==> config.mk <==
export PLATFORM = sky130hd
export DESIGN_NAME = enc8to3_seq
export DESIGN_NICKNAME = d
export VERILOG_FILES = /design/src/rtl/enc_pkg.sv /design/src/rtl/pri_enc8.sv /design/src/rtl/enc8to3_seq.sv
export SDC_FILE = /design/constraint.sdc
export NUM_CORES = 1
export LEC_CHECK = 0
export BUFFER_PORTS_ARGS = -buffer_cell sky130_fd_sc_hd__buf_2
export CORE_MARGIN = 2
export CORE_UTILIZATION = 45
export DETAILED_ROUTE_END_ITERATION = 10
export GPL_ROUTABILITY_DRIVEN = 0
export MAX_ROUTING_LAYER = met4
export PLACE_DENSITY = 0.76
export REMOVE_ABC_BUFFERS = 1
export SYNTH_ARGS = -nofsm -noshare
export SYNTH_HDL_FRONTEND = slang
export SYNTH_SLANG_ARGS = --single-unit
==> constraint.sdc <==
create_clock -name clk -period 2.7 [get_ports clk]
set_clock_uncertainty 0.2 [all_clocks]
set_input_delay 0.135 -clock clk [delete_from_list [all_inputs] [get_ports clk]]
set_output_delay 0.135 -clock clk [all_outputs]
set_load 0.01 [all_outputs]
==> src/rtl/enc_pkg.sv <==
// Shared widths and FSM state type for the sequential 8-to-3 encoder.
// ENC_RR_EN (defined by the build) selects round-robin instead of fixed priority.
package enc_pkg;
    localparam int IN_W   = 8;
    localparam int CODE_W = 3;

    typedef enum logic {
        IDLE,
        SERVE
    } state_t;
endpackage

==> src/rtl/pri_enc8.sv <==
// Circular priority encoder: the first set bit at or after start wins.
// With start tied to zero this is plain lowest-index priority.
module pri_enc8
    import enc_pkg::*;
(
    input  logic [IN_W-1:0]   vec,
    input  logic [CODE_W-1:0] start,
    output logic              found,
    output logic [CODE_W-1:0] index
);

    logic [CODE_W-1:0] pos;

    // Scan from the farthest offset down so the nearest hit is the last write
    always_comb begin
        found = 1'b0;
        index = '0;
        pos   = '0;
        for (int i = IN_W - 1; i >= 0; i--) begin
            pos = start + CODE_W'(i);
            if (vec[pos]) begin
                found = 1'b1;
                index = pos;
            end
        end
    end

endmodule

==> src/rtl/enc8to3_seq.sv <==
// Sequential multi-hot request encoder: serves one pending index per accept.
// Define ENC_RR_EN for round-robin selection; default is lowest index first.
module enc8to3_seq
    import enc_pkg::*;
(
    input  logic              clk,
    input  logic              rst,
    input  logic [IN_W-1:0]   req,
    input  logic              load,
    input  logic              out_ready,
    output logic [CODE_W-1:0] code,
    output logic              out_valid,
    output logic              busy,
    output logic              zero
);

    state_t            state;
    state_t            state_n;
    logic [IN_W-1:0]   pend;
    logic [IN_W-1:0]   pend_n;
    logic [IN_W-1:0]   served_mask;
    logic [IN_W-1:0]   merge;
    logic [IN_W-1:0]   vec;
    logic [CODE_W-1:0] code_n;
    logic [CODE_W-1:0] start;
    logic [CODE_W-1:0] sel;
    logic              valid_n;
    logic              zero_n;
    logic              found;
    logic              accept;

    assign accept      = (state == SERVE) && out_ready;
    assign served_mask = accept ? (IN_W'(1) << code) : '0;
    assign merge       = load ? req : '0;
    // Selection only sees the post-accept, post-merge pending set
    assign vec = (state == IDLE) ? req
                                 : ((pend & ~served_mask) | merge);

`ifdef ENC_RR_EN
    logic [CODE_W-1:0] ptr;

    always_ff @(posedge clk or posedge rst) begin
        if (rst) begin
            ptr <= '0;
        end else if (accept) begin
            ptr <= code + CODE_W'(1);
        end
    end

    assign start = accept ? (code + CODE_W'(1)) : ptr;
`else
    assign start = '0;
`endif

    pri_enc8 u_pri (
        .vec   (vec),
        .start (start),
        .found (found),
        .index (sel)
    );

    always_comb begin
        state_n = state;
        pend_n  = pend;
        code_n  = code;
        valid_n = 1'b0;
        zero_n  = 1'b0;
        unique case (state)
            IDLE: begin
                if (load) begin
                    if (found) begin
                        state_n = SERVE;
                        pend_n  = vec;
                        code_n  = sel;
                        valid_n = 1'b1;
                    end else begin
                        zero_n = 1'b1;
                    end
                end
            end
            SERVE: begin
                pend_n  = vec;
                valid_n = 1'b1;
                if (accept) begin
                    if (found) begin
                        code_n = sel;
                    end else begin
                        state_n = IDLE;
                        valid_n = 1'b0;
                    end
                end
            end
            default: ;
        endcase
    end

    always_ff @(posedge clk or posedge rst) begin
        if (rst) begin
            state     <= IDLE;
            pend      <= '0;
            code      <= '0;
            out_valid <= 1'b0;
            zero      <= 1'b0;
        end else begin
            state     <= state_n;
            pend      <= pend_n;
            code      <= code_n;
            out_valid <= valid_n;
            zero      <= zero_n;
        end
    end

    assign busy = (state == SERVE);

endmodule

==> run metrics <==
outcome=finished, final reports clean; Post-synth ARST share=1.00; area of the multi-input gates=532 µm²; Final min period=2.65 ns; CTS tree=done; GRT Util Overall=0.188; Critical Path RT=2.66 ns; dpl cells=138; DR WL/cell=13.8 µm; Yosys top cell area share=0.360; Switching Fraction=0.324; Buf/Inv on CP=2; Die Y=48.8 µm; Die Wd=48.8 µm; Slew headroom=0.654; Area Overhead vs Synth=22.5%; root buf cell=clkbuf_4; Longest Clk Path Bufs=2; critical path class=input port to flop; post-synth cell types=29; period utilization=0.980; H-tree depth=1; Main synth FF type=dfrtp_1; cell area after synthesis=905 µm²; Synth area leaders=dfrtp_1, mux2_4, nand2_1; area leader, netlist=dfrtp_1; CP Capture Type=flop; worst path arrival time=2.61 ns; clock-pin slew on the worst setup and hold paths=0.09 ns; quantity of I/O buffers inserted on ports=17; Comb pwr share=0.380; crit start category=input port; pwr dens=545 mW/mm²; share of cells above drive strength 1=0.353; RSZ-0062 raised after global routing=no; io pins=18; Synth Register Bits=13; FF/Latch Area=325 µm²; Max Fclk=378 MHz; Final Non-Filler Cells=146; slowest stage delay, CP=0.59 ns; Hold WC Path Type=input port to flop; vias in the first global route=769; Max stage delay cell, worst path=a222oi_1; P_int=0.409 mW; total chip power=0.604 mW; clock buffer count from CTS=3; Syn Inst Count=92; overall routed net length=2020 µm; Leakage=0.522 nW; Worst Path Max Fanout=11; clock share of power=0.202; DPL Wire Length=1490 µm; initial antenna violation count=0; total number of vias=799; Max rail drop VDD=341 µV; Initial DRT Pass Iterations=6; area of the die=0.00238 mm²; sequential share of power=0.417; FP Rows=16; Core Box Area=0.00192 mm²; ant diodes=0; YS warnings=0; crit-path cells=dlygate4sd3_1 > buf_2 > nand2b_1 > a222oi_1 > nand4_1 > a21o_2 > mux2_4; synthesized area per cell=9.83 µm²; max-slew violations=0; vias per cell=5.47; final hold viol count=0; largest net degree at the start of global routing=14; first-pass GRT wire length=3370 µm; Final #Nets=132; critical path's top delay family=compound AO/OA/AOI/OAI gates; antenna-violating nets left=0; setup_tns=0 ns; initial core utilization=0.471; DR DRC count=0; Sink Count=13; Worst-Skew Late Latency=0.29 ns; worst-margin pin slew=0.520 ns; final setup fails=0; GR Overflow Total=0; Net Sw Power=0.196 mW; register area share after synthesis=0.360; Post-synth EDFFs=0; # fillers=180; number of max-cap violations=0; DRT iter0 DRCs=27
## power by group through the flow
stage          Combinational (mW)  Clock (mW)  Sequential (mW)
6_report                    0.230       0.122            0.252
5_1_grt                     0.254       0.137            0.258
4_1_cts                     0.226       0.129            0.252
3_5_place_dp                0.223           0            0.253
3_3_place_gp                0.217           0            0.253
2_1_floorplan               0.143           0            0.262
## per-layer routing
layer	share of wire	up-vias	global-route usage
li1	-	399	-
met1	0.46	380	0.234
met2	0.48	18	0.299
met3	0.053	2	0.0613
met4	0.0040	0	0.0429
met5	0	-	-
## flip-flops by register name, indices dropped and copies added (netlist names)
| signal | cells |
|---|---|
| code | 3 |
| zero | 1 |
| busy | 1 |
| pend | 8 |
## worst reg2reg max path: stages, from the launching register on
cell and delay [ns]:
dfrtp_1 0.41, or4b_4 0.55, a222oi_1 0.28, buf_4 0.17, nand4_1 0.12, a21o_2 0.36, mux2_4 0.33
## path summary, 6_finish.rpt
kind,from,endpoint,slack (ns),depth (start not counted)
min in group asynchronous,rst,pend[5],0.21,3
max reg2reg,code[2],pend[3],0.14,6
min,out_ready,busy,0.02,3
max in group asynchronous,rst,pend[4],1.74,3
min reg2reg,pend[2],pend[2],0.31,1
max,load,pend[3],0.05,7
## metrics by stage
step | utilization | cell area (µm²) | hold WS, ns | setup slack [ns]
6_report | 0.577 | 1110 | 0.0189 | 0.0543
5_1_grt | 0.577 | 1110 | 0.0217 | 0.00120
4_1_cts | 0.573 | 1100 | 0.00427 | 0.0533
3_5_place_dp | 0.542 | 1040 | -0.00316 | 0.0328
3_3_place_gp | 0.542 | 1040 | -0.0273 | 0.130
2_1_floorplan | - | 871 | -0.188 | 0.0661
## layout make-up
class / instances / area share
Tap cell: 27 / 0.0305
Clock buffer: 3 / 0.0203
Multi-Input combinational cell: 70 / 0.480
Sequential cell: 13 / 0.293
Clock inverter: 1 / 0.00451
Inverter: 4 / 0.0135
Timing Repair Buffer: 28 / 0.158
## layout by cell type (no fill, tap or decap), types with 2 or more instances in the layout
master and n:
buf_2 17, nand2_1 14, dfrtp_1 13, and2_1 8, buf_4 8, mux2_4 7
a222oi_1 4, inv_1 4, a22o_1 4, a21oi_1 4, nand4b_1 3, or2_2 3
a22oi_1 3, clkbuf_4 3, dlygate4sd3_1 3, nand2b_1 2, nand4bb_1 2, nand4_1 2
mux2i_1 2, o21ai_0 2
## cells by family (layout without fill, tap and decap cells)
kind of cell / count (synthesis) / in the layout / synth area share
AOI/OAI and AO/OA: 22 / 22 / 0.188
buffers and inverters: 9 / 36 / 0.0539
DFF: 13 / 13 / 0.360
muxes: 9 / 9 / 0.138
and+or+nand+nor: 39 / 39 / 0.260
## Yosys cell counts, types with 2 or more instances
master	n
a22oi_1	3
a21oi_1	4
buf_4	2
nand4_1	2
nand4bb_1	2
and2_1	8
o21ai_0	2
nand2_1	14
nand4b_1	3
clkbuf_1	2
dfrtp_1	13
mux2_4	7
nand2b_1	2
a222oi_1	4
mux2i_1	2
inv_1	4
a22o_1	4
or2_2	3
## what timing repair did
action | CTS | global route
hold endpoints to repair | 15 | 0
hold buffers | 3 | 0
resized for setup | 1 | 0
endpoints found under the setup margin | 5 | 7
setup buffers | 0 | 1
pin swaps | 0 | 1
Power figures use the tool's default switching activity.
